===== config.mk =====
export PLATFORM = sky130hd
export DESIGN_NAME = gesture_frame_sequencer
export DESIGN_NICKNAME = d
export VERILOG_FILES = /design/src/rtl/gesture_pkg.sv /design/src/rtl/pixel_raster_counter.sv /design/src/rtl/gesture_frame_sequencer.sv
export SDC_FILE = /design/constraint.sdc
export NUM_CORES = 1
export LEC_CHECK = 0
export CORE_AREA = 10 10 70 72
export DETAILED_ROUTE_END_ITERATION = 8
export DIE_AREA = 0 0 80 82
export GPL_TIMING_DRIVEN = 0
export PLACE_DENSITY_LB_ADDON = 0.08
export SETUP_SLACK_MARGIN = 0.1
export SYNTH_ARGS = -nofsm -noshare
export SYNTH_HDL_FRONTEND = slang
export SYNTH_HIERARCHICAL = 1
export SYNTH_SLANG_ARGS = --single-unit

===== constraint.sdc =====
create_clock -name clk -period 3.9 [get_ports clk]
set_input_delay 0.585 -clock clk [delete_from_list [all_inputs] [get_ports clk]]
set_output_delay 0.585 -clock clk [all_outputs]
set_load 0.02 [all_outputs]

===== src/rtl/gesture_pkg.sv =====
// Shared types for the gesture frame sequencer: state encoding, default geometry,
// finger bit positions and the finger popcount helper.
package gesture_pkg;

    localparam int IMG_W_DEF = 120;
    localparam int IMG_H_DEF = 160;

    localparam int THUMB  = 4;
    localparam int INDEX  = 3;
    localparam int MIDDLE = 2;
    localparam int RING   = 1;
    localparam int PINKY  = 0;

    typedef enum logic [2:0] {
        IDLE,
        CLR,
        PALM,
        PALM_CHK,
        CLR2,
        FINGER,
        FIN_CHK,
        RESULT
    } state_t;

    function automatic logic [2:0] popcount5(input logic [4:0] m);
        popcount5 = 3'(m[THUMB]) + 3'(m[INDEX]) + 3'(m[MIDDLE])
                  + 3'(m[RING]) + 3'(m[PINKY]);
    endfunction

endpackage


===== src/rtl/pixel_raster_counter.sv =====
// Raster row/column counter for one image frame; frame_end flags the last accepted pixel.
// Latency: counters update the cycle after adv; frame_end is combinational.
// Backpressure: none, the pixel stream cannot be stalled; clr overrides adv.
module pixel_raster_counter
    import gesture_pkg::*;
#(
    parameter int IMG_W = IMG_W_DEF,
    parameter int IMG_H = IMG_H_DEF,
    parameter int CW    = 8
) (
    input  logic          clk,
    input  logic          rst,
    input  logic          clr,
    input  logic          adv,
    output logic [CW-1:0] row,
    output logic [CW-1:0] col,
    output logic          frame_end
);

    localparam logic [CW-1:0] COL_LAST = CW'(IMG_W - 1);
    localparam logic [CW-1:0] ROW_LAST = CW'(IMG_H - 1);

    logic col_last;
    logic row_last;

    assign col_last  = (col == COL_LAST);
    assign row_last  = (row == ROW_LAST);
    assign frame_end = adv && row_last && col_last;

    always_ff @(posedge clk) begin
        if (rst || clr) begin
            row <= '0;
            col <= '0;
        end else if (adv) begin
            if (col_last) begin
                col <= '0;
                row <= row_last ? '0 : row + 1'b1;
            end else begin
                col <= col + 1'b1;
            end
        end
    end

endmodule


===== src/rtl/gesture_frame_sequencer.sv =====
// Two-pass gesture sequencer (palm frame(s), then finger frame(s)); GESTURE_CONFIRM_EN adds finger re-confirmation.
// Latency: res_valid 2*IMG_W*IMG_H+4 cycles after start on a first-try palm hit with continuous pixels.
// Backpressure: the result is held in RESULT until res_valid && res_ready; pixels outside PALM/FINGER are dropped.
module gesture_frame_sequencer
    import gesture_pkg::*;
#(
    parameter int IMG_W          = IMG_W_DEF,
    parameter int IMG_H          = IMG_H_DEF,
    parameter int MAX_PALM_TRIES = 3,
    parameter int CW             = 8
) (
    input  logic          clk,
    input  logic          rst,
    input  logic          start,
    input  logic          pix_valid,
    input  logic          pix_in,
    input  logic          palm_found,
    input  logic [4:0]    finger_status,
    output logic [CW-1:0] row,
    output logic [CW-1:0] col,
    output logic          pix_out,
    output logic          stage_clr,
    output logic          palm_en,
    output logic          finger_en,
    output logic          busy,
    output logic          res_valid,
    input  logic          res_ready,
    output logic [4:0]    res_mask,
    output logic [2:0]    res_count,
    output logic          res_nohand
);

    localparam logic [7:0] TRY_LAST = 8'(MAX_PALM_TRIES - 1);

    state_t     state;
    state_t     state_nxt;
    logic [7:0] tries;
    logic       frame_end;
    logic       cnt_clr;
    logic       cnt_adv;
    logic       fin_done;

    assign cnt_adv = pix_valid && ((state == PALM) || (state == FINGER));
    assign cnt_clr = (state == CLR) || (state == CLR2);
    assign pix_out = pix_in && pix_valid;

    pixel_raster_counter #(
        .IMG_W (IMG_W),
        .IMG_H (IMG_H),
        .CW    (CW)
    ) u_raster (
        .clk       (clk),
        .rst       (rst),
        .clr       (cnt_clr),
        .adv       (cnt_adv),
        .row       (row),
        .col       (col),
        .frame_end (frame_end)
    );

`ifdef GESTURE_CONFIRM_EN
    logic [4:0] cand;
    logic [1:0] fin_frames;

    // The candidate starts at zero, so an all-zero first mask already counts as agreement.
    assign fin_done = (finger_status == cand) || (fin_frames == 2'd2);
`else
    assign fin_done = 1'b1;
`endif

    always_ff @(posedge clk) begin
        if (rst) begin
            state <= IDLE;
        end else begin
            state <= state_nxt;
        end
    end

    always_comb begin
        state_nxt = state;
        case (state)
            IDLE:     if (start) state_nxt = CLR;
            CLR:      state_nxt = PALM;
            PALM:     if (frame_end) state_nxt = PALM_CHK;
            PALM_CHK: begin
                if (palm_found) begin
                    state_nxt = CLR2;
                end else if (tries < TRY_LAST) begin
                    state_nxt = CLR;
                end else begin
                    state_nxt = RESULT;
                end
            end
            CLR2:     state_nxt = FINGER;
            FINGER:   if (frame_end) state_nxt = FIN_CHK;
            FIN_CHK:  state_nxt = fin_done ? RESULT : CLR2;
            RESULT:   if (res_ready) state_nxt = IDLE;
            default:  state_nxt = IDLE;
        endcase
    end

    always_comb begin
        stage_clr = 1'b0;
        palm_en   = 1'b0;
        finger_en = 1'b0;
        busy      = 1'b1;
        res_valid = 1'b0;
        case (state)
            IDLE:    busy      = 1'b0;
            CLR:     stage_clr = 1'b1;
            CLR2:    stage_clr = 1'b1;
            PALM:    palm_en   = pix_valid;
            FINGER:  finger_en = pix_valid;
            RESULT:  res_valid = 1'b1;
            default: ;
        endcase
    end

    always_ff @(posedge clk) begin
        if (rst) begin
            tries      <= '0;
            res_mask   <= '0;
            res_count  <= '0;
            res_nohand <= 1'b0;
`ifdef GESTURE_CONFIRM_EN
            cand       <= '0;
            fin_frames <= '0;
`endif
        end else begin
            case (state)
                IDLE: begin
                    if (start) begin
                        tries <= '0;
`ifdef GESTURE_CONFIRM_EN
                        cand       <= '0;
                        fin_frames <= '0;
`endif
                    end
                end
                PALM_CHK: begin
                    if (!palm_found) begin
                        if (tries < TRY_LAST) begin
                            tries <= tries + 1'b1;
                        end else begin
                            res_nohand <= 1'b1;
                            res_mask   <= '0;
                            res_count  <= '0;
                        end
                    end
                end
                FIN_CHK: begin
                    if (fin_done) begin
                        res_mask   <= finger_status;
                        res_count  <= popcount5(finger_status);
                        res_nohand <= 1'b0;
                    end
`ifdef GESTURE_CONFIRM_EN
                    else begin
                        cand       <= finger_status;
                        fin_frames <= fin_frames + 1'b1;
                    end
`endif
                end
                default: ;
            endcase
        end
    end

endmodule


After elaboration in Yosys (flattened, before gate mapping)
Cells that the tools add are included.
W data, S select, Z words.

cells by class
  reductions and logical operators = 15
  equal/unequal tests = 16
  $lt $le $gt $ge = 1
  add/sub/neg operators = 7
  muxes and demuxes = 27

operator list
  operator               count
  $mux W8                5
  $add A8 B1 Y8 const B  3
  $mux W3                8
  $pmux W3 S8            1
  $pmux W8 S2            1
  $ne A2 B2 Y1 const B   7
  $eq A3 B3 Y1 const B   4
  $mux W5                2
  $pmux W5 S2            1
  $eq A8 B7 Y1 const B   1
  $eq A8 B8 Y1 const B   1
  $lt A8 B2 Y1 const B   1
  $reduce_and A4 Y1      2
  $mux W1                7
  $add A3 B1 Y3          2
  $eq A3 B2 Y1 const B   2
  $pmux W3 S2            1
  $logic_and A1 B1 Y1    4
  $reduce_bool A2 Y1     2
  $add A2 B1 Y3          1
  $eq A3 B1 Y1 const B   1
  $logic_not A3 Y1       1
  $logic_or A1 B1 Y1     3
  $reduce_and A3 Y1      1
  other kinds (4)        4

word-level totals
  bits in registers = 36
  output and inout bits = 31
  word-level logic and storage cells = 73

Depth between registers and ports, before layout
Gate-level depths: netlist (run 1).

  depth in word-level cells = 7
  gate-level depth with buffers = 10

Modules after synthesis
The synthesis (run 1) kept the hierarchy.

modules (own cells, without submodules)
  module                   area each (um^2)  cells each  times used
  gesture_frame_sequencer  947.2             96          1
  pixel_raster_counter     775.7             84          1

Worst setup path before layout (run 1)
Ideal clock, no wire load.

  kind = flip-flop to flip-flop
  from = register state[1]
  to = register state[0]
  buffers on the path = 1
  clock period less this slack = 2.418 ns
  cell stages (with the launch flop) = 11
  data arrival time = 2.287 ns
  path slack = 1.482 ns
  path through = dfxtp_1 -> clkbuf_1 -> nor3b_1 -> a21oi_1 -> nor2b_1 -> nand4_1 -> nor3_1 -> and2_1 -> mux2i_1 -> a211oi_1 -> nor3_1

on the way
  cells in the longest elaborated chain, start to end = 7
  elaborated cells on any way between the ends = 18

RTL lines
  element                                              RTL line                       RTL
  from (decl)                                          gesture_frame_sequencer.sv:35  state_t state;
  from (signal assigned)                               gesture_frame_sequencer.sv:75  state <= state_nxt;
  $eq A3 B2 Y1 / $eq A3 B3 Y1 (equally long branches)  gesture_frame_sequencer.sv:43  assign cnt_adv = pix_valid && ((state == PALM) || (state == FINGER));
  $logic_or A1 B1 Y1 (*)                               gesture_frame_sequencer.sv:43
  $logic_and A1 B1 Y1 (*)                              gesture_frame_sequencer.sv:43
  via cnt_adv                                          gesture_frame_sequencer.sv:40  logic cnt_adv;
  $logic_and A1 B1 Y1 (*) (2 in a row)                 pixel_raster_counter.sv:28     assign frame_end = adv && row_last && col_last;
  via frame_end                                        gesture_frame_sequencer.sv:38  logic frame_end;
  $ne A2 B2 Y1 (no line)                               -
  $reduce_and A4 Y1 (no line) (*)                      -

The timed path passes the listed nets; every way through them passes the cells marked *.
A chain may end at the register's enable or synchronous reset.

Worst setup path in the final report (run 1)
Same ends and word-level chain as after synthesis.

==> results of run 1 <==
logic make-up (layout without fill, tap and decap cells):
group / Yosys count / in the layout / share of synthesized area (%)
buffers and inverters: 15 / 65 / 3.340
muxes: 5 / 5 / 2.978
DFF: 36 / 36 / 41.83
and+or+nand+nor: 74 / 74 / 26.29
AOI/OAI and AO/OA: 35 / 35 / 15.76
xor gates and xnor gates: 9 / 9 / 4.575
adders and majority gates: 6 / 6 / 5.229
registers in the layout, indices dropped and copies added (netlist names):
signal and flops:
res_nohand 1, u_raster/col 8, state 3, tries 8, res_count 3, u_raster/row 8, res_mask 5
worst register-to-register path, cell delays in order, from the launching register on:
cell and delay [ps]:
dfxtp_1 430, clkbuf_1 350, nor3b_1 240, a21oi_1 60, nor2b_1 450, nand4_1 230
nor3_1 490, and2_1 260, mux2i_1 90, a211oi_1 260, nor3_1 70
Yosys cell counts (3+ instances only):
master	number
a211oi_1	4
a21oi_1	7
a32o_1	9
and2_1	7
and3_1	4
clkbuf_1	3
dfxtp_1	36
ha_1	4
inv_1	11
mux2i_1	4
nand2_1	10
nand2b_1	3
nand3_1	4
nand4_1	3
nor2_1	16
nor2b_1	3
nor3_1	6
o21ai_0	3
or3_1	3
xnor2_1	5
xor2_1	4
cell type report:
class                   count  area share [%]
plain buffers               4          0.7190
clock buffers               8           2.600
multi-input cells         129           41.76
well taps                  48           2.655
flip-flops and latches     36           31.86
repair buffers             42           18.58
inverters                  11           1.825
layer usage:
metal | vias up | GRT usage [%] | share of wire (%)
met1 | 751 | 15.81 | 42
met3 | 2 | 5.568 | 7.8
met4 | 0 | 4.401 | 0.46
met2 | 41 | 21.43 | 50
met5 | - | 0 | 0
li1 | 758 | - | -
placed cells by master (no fill, tap or decap), drive strengths merged, types with 2 or more instances in the layout:
cell           netlist  routed
a211oi               4       4
xor2                 4       4
nor3                 6       6
nor2                16      16
or3                  3       3
nand3                4       4
clkdlybuf4s50        0      42
a2111oi              2       2
xnor2                5       5
a21oi                7       7
nand4                4       4
a32o                 9       9
fa                   2       2
or4                  3       3
inv                 11      11
clkbuf               3      11
o31ai                2       2
nand2b               3       3
and2                 7       7
and3                 5       5
ha                   4       4
o21ai                4       4
nor2b                3       3
mux2i                4       4
nor3b                3       3
nand2               10      10
dfxtp               36      36
where the power goes:
| part | switching (uW) | internal, uW | leakage (uW) | total [uW] |
|---|---|---|---|---|
| registers | 4.45 | 371 | 0.000290 | 376 |
| logic | 52.9 | 40.0 | 0.000488 | 92.9 |
| clock network | 113 | 89.0 | 0.0000326 | 202 |
| total | 170 | 500 | 0.000811 | 670 |
stage by stage:
| step | hold WS [ps] | cells | setup slack [ps] |
|---|---|---|---|
| after global placement | 437.4 | 270 | 900.8 |
| after global routing | 492.3 | 278 | 611.5 |
| after CTS | 466.5 | 278 | 900.8 |
| final | 460.3 | 278 | 865.5 |
| after floorplan | 420.9 | 180 | 1482 |
| after detailed placement | 437.7 | 270 | 857.3 |
worst max-delay path by stage:
stage | from | to | slack, ps | cells past startpoint
after floorplan | state[1] | state[0] | 1480 | 10
after global placement | pix_valid | state[0] | 900 | 8
after detailed placement | pix_valid | state[0] | 860 | 8
after CTS | state[1] | state[0] | 900 | 10
after global routing | state[1] | state[0] | 610 | 10
final | state[1] | state[0] | 870 | 10
==> key figures, run 1 <==
Global routing
  – GRT overflow: 0
  – Pin count of the biggest net entering global routing: 11
  – Initial antenna violation count: 0
  – First-pass GRT wire length: 7.072 mm
  – GRT Overall Usage: 13.34%
  – Vias in the first global route: 1508

Final layout
  – Share of layout cells above drive strength 1: 5.652%
  – Final core utilization: 63.22%
  – Design Area, Final: 0.002262 mm^2
  – Area delta synth->final: 31.30%
  – # fillers: 318
  – NumNets Final: 247
  – Multi-input logic area: 944.7 um^2
  – Reg area: 720.7 um^2
  – Antenna Cells: 0

Worst hold path
  – Hold WC Path Type: reg2reg
  – Worst Hold Endpoint: tries[7]
  – Hold Crit Start: tries[7]
  – Worst Hold Depth: 1

Routing
  – Routed len/inst: 14.79 um
  – Post-Route WL: 4.112 mm
  – Initial DRC count: 177
  – # DRC: 0
  – Vias: 1552
  – Final ANT Viol Nets: 0
  – First-pass detailed-route iteration total: 4
  – Vias per cell: 5.583

Synth
  – Area contributors post-synth: dfxtp_1 (42%), a32o_1 (5.2%), nor2_1 (3.5%)
  – Mapped cell area: 0.001723 mm^2
  – Top_reg_cell synth: dfxtp_1
  – Syn_nets: 198
  – Synth async-reset ratio: 0%
  – Unique masters post-synth: 47
  – Sequential-to-total area share from yosys stat: 41.83%
  – Number of flops mapped to enable cells by yosys: 0
  – YS warnings: 6
  – Post-Syn Instances: 180
  – #FFs+latches synth: 36
  – Average size of a mapped cell: 9.572 um^2
  – Area fraction of the dominant cell type after synthesis: 41.83%
  – Area leader, netlist: dfxtp_1

CTS
  – Clock Path Buffers: 2
  – CTS root buf: clkbuf_4
  – Post-CTS Setup Repair Bufs: 0
  – Clock slew at reported path FFs: 100 ps
  – CTS tree: done
  – Cts bufs inserted: 5
  – PostCTS Resize Cnt: 0
  – Hold Buf Count CTS: 0
  – Clk sinks: 36
  – Clock latency on the worst-skew pair: 320 ps
  – Number of H-tree levels: 2

Setup path
  – Kind of critical path: reg2reg
  – Arrival time of the worst setup path: 3240 ps
  – R2R Setup Slk: 870 ps
  – Most Frequent Cell on Critical Path: nor3_1
  – Reg2reg path depth: 10
  – FF-to-FF End: state[0]
  – Top Family by Delay on Critical Path: simple AND/OR/NAND/NOR gates
  – CP Cell Sequence: clkbuf_1 > nor3b_1 > a21oi_1 > nor2b_1 > nand4_1 > nor3_1 > and2_1 > mux2i_1 > a211oi_1 > nor3_1
  – Slowest-stage cell, CP: nor3_1
  – Slowest stage delay, CP: 480 ps
  – Req. time, crit path: 4100 ps
  – Reg2Reg Launch Point: state[1]
  – CP bufs+invs: 1
  – CP startpoint kind: flip-flop
  – Worst setup EP type: flip-flop
  – Worst-path maximum fanout: 10

STA
  – Peak Freq: 329.5 MHz
  – Max_slew headroom: 53.82%
  – RSZ-0062 raised after global routing: no
  – Sum of negative setup slack: 0 ps
  – Fin. max-slew vios: 0
  – Clock skew: 5.118 ps
  – Minimum clock period: 3034 ps
  – Fin. Hold Viols: 0
  – Setup violations, final: 0
  – Tightest Pin Transition: 689.5 ps
  – Final worst-path cycle share: 77.81%

Die
  – IO Pins: 43
  – Die height: 82 um
  – Core area: 0.003578 mm^2
  – Initial core utilization: 48.15%
  – Die area: 0.006560 mm^2
  – Die width: 80 um
  – # rows: 22

Flow run
  – Max-cap violation count: 0

Place
  – GPL Wtd Cong: 0.8746
  – Cell area after placement: 0.002203 mm^2
  – I/O Buffers: 42
  – HPWL after detailed placement: 3.133 mm

Pwr
  – Total Power: 670.2 uW
  – Worst VDD drop: 153.5 uV
  – Leakage: 0.0008113 uW
  – PwrDens: 296.2 mW/mm^2

Run status
  – Status: completed
(Power assumes the default switching activity.)
==> run 2: changes to the inputs <==
- CORE_AREA: 10 10 70 72 -> 10 10 71 73
- DIE_AREA: 0 0 80 82 -> 0 0 81 83
- clock period: 3.9 -> 3 ns (I/O delays scaled with it)
==> run 2 against run 1 <==
Effect of this change:
- count of clock-buffer cells in the layout stayed put
- cell count unchanged
- utilization grew 0.14 points
- clock skew about the same
- non-clock buffer count is the same
- final area grew 1.8%
- combinational power increased by 31%
- register-to-register slack lost 440 ps
- worst hold slack got worse by 5.4 ps
- global-route usage decreased by 0.62 points
==> key figures, run 2 (synthesized netlist as in run 1, its figures left out) <==
Run status
  – Status: completed (unchanged)

Place
  – I/O Buffers: 42 (unchanged)
  – HPWL after detailed placement: 3.189 mm (was 3.133 mm)
  – GPL Wtd Cong: 0.8774 (was 0.8746)
  – Pre-CTS setup slack: 32.43 ps (was 857.3 ps)
  – Cell area after placement: 0.002203 mm^2 (unchanged)

CTS
  – CTS root buf: clkbuf_8 (was clkbuf_4)
  – Cts bufs inserted: 5 (unchanged)
  – Clock latency on the worst-skew pair: 290 ps (was 320 ps)
  – Clk sinks: 36 (unchanged)
  – Post-CTS Setup Repair Bufs: 0 (unchanged)
  – CTS tree: done (unchanged)
  – Clock slew at reported path FFs: 70 ps (was 100 ps)
  – Hold Buf Count CTS: 0 (unchanged)
  – Clock Path Buffers: 2 (unchanged)
  – Number of H-tree levels: 2 (unchanged)

Setup path
  – Kind of critical path: reg2out (was reg2reg)
  – Worst setup EP type: output pin (was flip-flop)
  – Crit. Startpoint: state[2] (was state[1])
  – FF-to-FF End: state[0] (unchanged)
  – Slowest-stage cell, CP: clkdlybuf4s50_1 (was nor3_1)
  – Worst-path maximum fanout: 10 (unchanged)
  – R2R Setup Slk: 430 ps (was 870 ps)
  – Reg2reg path depth: 10 (unchanged)
  – Setup crit end: stage_clr (was state[0])
  – Top Family by Delay on Critical Path: buffers and inverters (was simple AND/OR/NAND/NOR gates)
  – Slowest stage delay, CP: 730 ps (was 480 ps)
  – Crit path depth: 4 (was 10)
  – CP bufs+invs: 2 (was 1)
  – CP startpoint kind: flip-flop (unchanged)
  – Req. time, crit path: 2550 ps (was 4100 ps)
  – Reg2Reg Launch Point: state[1] (unchanged)
  – Arrival time of the worst setup path: 2310 ps (was 3240 ps)
  – CP Cell Sequence: clkbuf_1 > nand2b_1 > a21oi_1 > clkdlybuf4s50_1 (was clkbuf_1 > nor3b_1 > a21oi_1 > nor2b_1 > nand4_1 > nor3_1 > and2_1 > mux2i_1 > a211oi_1 > nor3_1)

STA
  – RSZ-0062 raised after global routing: no (unchanged)
  – Fin. max-slew vios: 0 (unchanged)
  – Clock skew: 5.485 ps (was 5.118 ps)
  – Tightest Pin Transition: 692.7 ps (was 689.5 ps)
  – Peak Freq: 361.9 MHz
  – Final worst-path cycle share: 92.11%
  – Minimum clock period: 2763 ps
  – Setup violations, final: 0 (unchanged)
  – Fin. Hold Viols: 0 (unchanged)
  – Max_slew headroom: 53.60% (was 53.82%)
  – Sum of negative setup slack: 0 ps (unchanged)
  – Setup WS post-layout: 236.7 ps (was 865.5 ps)
  – Min Hold Slack: 454.9 ps (was 460.3 ps)

Global routing
  – Vias in the first global route: 1448 (was 1508)
  – Pin count of the biggest net entering global routing: 11 (unchanged)
  – First-pass GRT wire length: 6.982 mm (was 7.072 mm)
  – GRT overflow: 0 (unchanged)
  – Initial antenna violation count: 0 (unchanged)
  – GRT Overall Usage: 12.73% (was 13.34%)

Pwr
  – PwrDens: 416.1 mW/mm^2 (was 296.2 mW/mm^2)
  – Worst VDD drop: 268.3 uV (was 153.5 uV)
  – Leakage: 0.0008286 uW (was 0.0008113 uW)
  – Total Power: 958.0 uW (was 670.2 uW)

Final layout
  – Antenna Cells: 0 (unchanged)
  – NumNets Final: 247 (unchanged)
  – Most common cell after layout, fill and taps aside: clkdlybuf4s50_1 (unchanged)
  – Area delta synth->final: 33.62% (was 31.30%)
  – Top Registers: tries x8, u_raster/col x8, u_raster/row x8 (unchanged)
  – Share of layout cells above drive strength 1: 6.957% (was 5.652%)
  – Design Area, Final: 0.002302 mm^2 (was 0.002262 mm^2)
  – Commonest non-fill, non-tap cells in the layout: clkdlybuf4s50_1 (42), dfxtp_1 (36), nor2_1 (16), inv_1 (11), nand2_1 (10) (unchanged)

Routing
  – Routed len/inst: 15.03 um (was 14.79 um)
  – Initial DRC count: 89 (was 177)
  – Vias: 1516 (was 1552)
  – # DRC: 0 (unchanged)
  – Post-Route WL: 4.179 mm (was 4.112 mm)
  – Vias per cell: 5.453 (was 5.583)
  – Final ANT Viol Nets: 0 (unchanged)
  – First-pass detailed-route iteration total: 4 (unchanged)

Die
  – Die height: 83 um (was 82 um)
  – Initial core utilization: 47.42% (was 48.15%)
  – # rows: 22 (unchanged)
  – Die area: 0.006723 mm^2 (was 0.006560 mm^2)
  – IO Pins: 43 (unchanged)
  – Core area: 0.003633 mm^2 (was 0.003578 mm^2)
  – Die width: 81 um (was 80 um)

Flow run
  – Max-cap violation count: 0 (unchanged)

Worst hold path
  – Hold WC Path Type: reg2reg (unchanged)
run 2: layout make-up:
class                      count  area, um^2
fill                         316        1331
multi-input combinational    129       952.2
sequential                    36       720.7
timing repair buffer          42       420.4
clock buffer                   8       90.09
tap                           48       60.06
inverter                      11       41.29
buffer                         4       17.52
run 2: worst min path at each step:
| stage | cells past startpoint | start | to |
|---|---|---|---|
| floorplan | 1 | tries[7] | tries[7] |
| global placement | 1 | tries[7] | tries[7] |
| detailed placement | 1 | tries[6] | tries[6] |
| CTS | 1 | tries[6] | tries[6] |
| global route | 1 | tries[6] | tries[6] |
| finish | 1 | tries[6] | tries[6] |
run 2: timing repair:
action                                  CTS  global route
endpoints found under the setup margin    2             4
hold endpoints to repair                  0             0
gates resized for setup                   1             3
run 2: layer usage:
| layer | global-route usage [%] | wire [um] | vias up |
|---|---|---|---|
| met2 | 20.17 | 2083 | 37 |
| li1 | - | - | 758 |
| met5 | 0 | 0 | - |
| met4 | 4.695 | 48 | 0 |
| met3 | 5.603 | 283 | 4 |
| met1 | 14.57 | 1763 | 717 |
run 2: worst register-to-register path, cell delays in order, from the launching register on:
cell      delay, ps
dfxtp_1         430
clkbuf_2        270
nor3b_1         210
a21oi_1          70
nor2b_2         280
nand4_1         210
nor3_2          350
and2_1          240
mux2i_1          80
a211oi_1        240
nor3_1           60
run 2: power breakdown:
group	switching, uW	leakage (uW)	internal (uW)	total (uW)
clock	161	0.0000455	187	348
sequential	5.68	0.000290	483	489
combinational	69.3	0.000493	52.5	122
run 2: stage by stage:
stage / util, % / instances
2_1_floorplan: - / 180
3_5_place_dp: 60.64 / 270
5_1_grt: 63.36 / 278
3_3_place_gp: 60.64 / 270
6_report: 63.36 / 278
4_1_cts: 63.26 / 278
==> run 3: changes to the inputs <==
- CTS_CLUSTER_SIZE: default -> 16
- SYNTH_HIERARCHICAL: 1 -> default
==> run 3 against run 2 <==
Effect of this change:
- routed wire length decreased by 0.57%
- utilization decreased by 0.48 points
- cell count increased by 4.7%
- synthesized area about the same
- largest cell class unchanged
- largest power group unchanged
==> key figures, run 3 <==
Final layout
  – Final cell count without fillers: 291 (was 278)
  – Antenna Cells: 0 (unchanged)
  – NumNets Final: 260 (was 247)
  – Share of layout cells above drive strength 1: 8.642% (was 6.957%)
  – Commonest non-fill, non-tap cells in the layout: clkdlybuf4s50_1 (41), dfxtp_1 (36), nor2_1 (32), nand2_1 (15), nor3_1 (10) (was clkdlybuf4s50_1 (42), dfxtp_1 (36), nor2_1 (16), inv_1 (11), nand2_1 (10))
  – # fillers: 331 (was 316)
  – Top Registers: tries x8, u_raster.col x8, u_raster.row x8 (was tries x8, u_raster/col x8, u_raster/row x8)
  – Reg area: 720.7 um^2 (unchanged)
  – Area delta synth->final: 32.51% (was 33.62%)
  – Multi-input logic area: 950.9 um^2 (was 952.2 um^2)
  – Design Area, Final: 0.002285 mm^2 (was 0.002302 mm^2)
  – Most common cell after layout, fill and taps aside: clkdlybuf4s50_1 (unchanged)

Place
  – I/O Buffers: 41 (was 42)
  – GPL Wtd Cong: 0.8569 (was 0.8774)
  – Placed Cells: 283 (was 270)
  – Cell area after placement: 0.002195 mm^2 (was 0.002203 mm^2)
  – HPWL after detailed placement: 3.250 mm (was 3.189 mm)

Setup path
  – CP Cell Sequence: clkdlybuf4s50_1 > nand4b_2 > inv_2 > clkdlybuf4s50_1 (was clkbuf_1 > nand2b_1 > a21oi_1 > clkdlybuf4s50_1)
  – Most Frequent Cell on Critical Path: clkdlybuf4s50_1
  – Kind of critical path: in2out (was reg2out)
  – Slowest stage delay, CP: 610 ps (was 730 ps)
  – R2R Setup Slk: 1160 ps (was 430 ps)
  – CP startpoint kind: input pin (was flip-flop)
  – Req. time, crit path: 2550 ps (about the same)
  – Worst-path maximum fanout: 4 (was 10)
  – Worst setup EP type: output pin (unchanged)
  – Slowest-stage cell, CP: clkdlybuf4s50_1 (unchanged)
  – Arrival time of the worst setup path: 1930 ps (was 2310 ps)

STA
  – Final worst-path cycle share: 79.18% (was 92.11%)
  – Fin. max-slew vios: 0 (unchanged)
  – RSZ-0062 raised after global routing: no (unchanged)
  – Clock skew: 8.896 ps (was 5.485 ps)
  – Sum of negative setup slack: 0 ps (unchanged)
  – Max_slew headroom: 45.81% (was 53.60%)
  – Setup violations, final: 0 (unchanged)
  – Min Hold Slack: 467.1 ps (was 454.9 ps)
  – Minimum clock period: 2376 ps (was 2763 ps)
  – Tightest Pin Transition: 801.5 ps (was 692.7 ps)
  – Fin. Hold Viols: 0 (unchanged)
  – Peak Freq: 421.0 MHz (was 361.9 MHz)

Pwr
  – Worst VDD drop: 318.5 uV (was 268.3 uV)
  – Leakage: 0.0008330 uW (was 0.0008286 uW)
  – PwrDens: 491.7 mW/mm^2 (was 416.1 mW/mm^2)

Synth
  – Top_reg_cell synth: dfxtp_1 (unchanged)
  – Area leader, netlist: dfxtp_1 (unchanged)
  – Post-Syn Instances: 194 (was 180)
  – Syn_nets: 212 (was 198)
  – #FFs+latches synth: 36 (unchanged)
  – Number of flops mapped to enable cells by yosys: 0 (unchanged)
  – Average size of a mapped cell: 8.887 um^2 (was 9.572 um^2)
  – Post-synth top cells: dfxtp_1 (36), nor2_1 (32), nand2_1 (15) (was dfxtp_1 (36), nor2_1 (16), inv_1 (11))
  – Unique masters post-synth: 46 (was 47)
  – Sequential-to-total area share from yosys stat: 41.80% (was 41.83%)
  – Mapped cell area: 0.001724 mm^2 (was 0.001723 mm^2)
  – YS warnings: 0 (was 6)
  – Synth async-reset ratio: 0% (unchanged)
  – Top-count cell post-synth: dfxtp_1 (unchanged)
  – Area contributors post-synth: dfxtp_1 (42%), nor2_1 (7.0%), xor2_1 (4.1%) (was dfxtp_1 (42%), a32o_1 (5.2%), nor2_1 (3.5%))
  – Area fraction of the dominant cell type after synthesis: 41.80% (was 41.83%)

CTS
  – Cts bufs inserted: 5 (unchanged)
  – Clk sinks: 36 (unchanged)
  – Post-CTS Setup Repair Bufs: 0 (unchanged)
  – Hold Buf Count CTS: 0 (unchanged)
  – CTS root buf: clkbuf_8 (unchanged)
  – Clock slew at reported path FFs: 60 ps (was 70 ps)
  – Clock Path Buffers: 2 (unchanged)
  – Clock latency on the worst-skew pair: 290 ps (about the same)
  – PostCTS Resize Cnt: 0 (was 1)
  – Number of H-tree levels: 2 (unchanged)
  – CTS tree: done (unchanged)

Die
  – Core area: 0.003633 mm^2 (unchanged)
  – # rows: 22 (unchanged)
  – Initial core utilization: 47.45% (was 47.42%)
  – Die width: 81 um (unchanged)
  – Die height: 83 um (unchanged)
  – IO Pins: 43 (unchanged)
  – Die area: 0.006723 mm^2 (unchanged)

Worst hold path
  – Hold WC Path Type: reg2reg (unchanged)

Routing
  – Post-Route WL: 4.155 mm (was 4.179 mm)
  – First-pass detailed-route iteration total: 4 (unchanged)
  – Vias per cell: 5.234 (was 5.453)
  – # DRC: 0 (unchanged)
  – Final ANT Viol Nets: 0 (unchanged)
  – Initial DRC count: 75 (was 89)
  – Vias: 1523 (was 1516)
  – Routed len/inst: 14.28 um (was 15.03 um)

Global routing
  – Pin count of the biggest net entering global routing: 11 (unchanged)
  – First-pass GRT wire length: 6.803 mm (was 6.982 mm)
  – Vias in the first global route: 1474 (was 1448)
  – GRT overflow: 0 (unchanged)
  – Initial antenna violation count: 0 (unchanged)
  – GRT Overall Usage: 12.46% (was 12.73%)

Flow run
  – Max-cap violation count: 0 (unchanged)

Run status
  – Status: completed (unchanged)
run 3: layout make-up:
class                           instances  area share, %
Multi-Input combinational cell        145          41.62
Timing Repair Buffer                   41          17.96
Clock buffer                            8          3.943
Buffer                                  5         0.9858
Sequential cell                        36          31.54
Tap cell                               48          2.629
Inverter                                8          1.314
run 3: logic make-up (layout without fill, tap and decap cells):
family	after synthesis	after routing	synth area share (%)
AOI/OAI and AO/OA	31	31	12.99
xor gates and xnor gates	15	15	7.620
adders and majority gates	6	6	5.225
buffers and inverters	13	62	3.047
DFF	36	36	41.80
muxes	1	1	0.5806
and+or+nand+nor	92	92	28.74
run 3: critical path: cells and delay by family:
kind          cells  cell delay (ps)
buf+inv           3             1280
simple gates      1              190
run 3: layer usage:
layer	part of all wire (%)	wire, um	track usage (%)	up-vias
li1	-	-	-	772
met2	52	2150	21.40	38
met3	6.7	278	5.065	6
met4	1.1	46	3.286	0
met1	40	1680	13.60	707
met5	0	0	0	-
run 3: worst paths after layout:
| kind | from | end | cells after the start |
|---|---|---|---|
| max | pix_valid | finger_en | 4 |
| min | tries[7] | tries[7] | 1 |
| max reg2reg | u_raster.col[0] | state[1] | 6 |
| min reg2reg | tries[7] | tries[7] | 1 |
run 3: per-stage QoR:
stage / utilization, % / setup WS [ps] / power [uW]
3_5_place_dp: 60.40 / 508.5 / 785.8
3_3_place_gp: 60.40 / 516.9 / 780.3
6_report: 62.88 / 624.5 / 1123
4_1_cts: 62.88 / 609.8 / 1138
5_1_grt: 62.88 / 565.7 / 1194
2_1_floorplan: - / 1053 / 693.7
run 3: power by group:
| part | internal, uW | leakage, uW | switching [uW] |
|---|---|---|---|
| Clock | 187 | 0.0000455 | 162 |
| Sequential | 492 | 0.000290 | 17.9 |
| Combinational | 116 | 0.000497 | 148 |
| Total | 795 | 0.000833 | 328 |
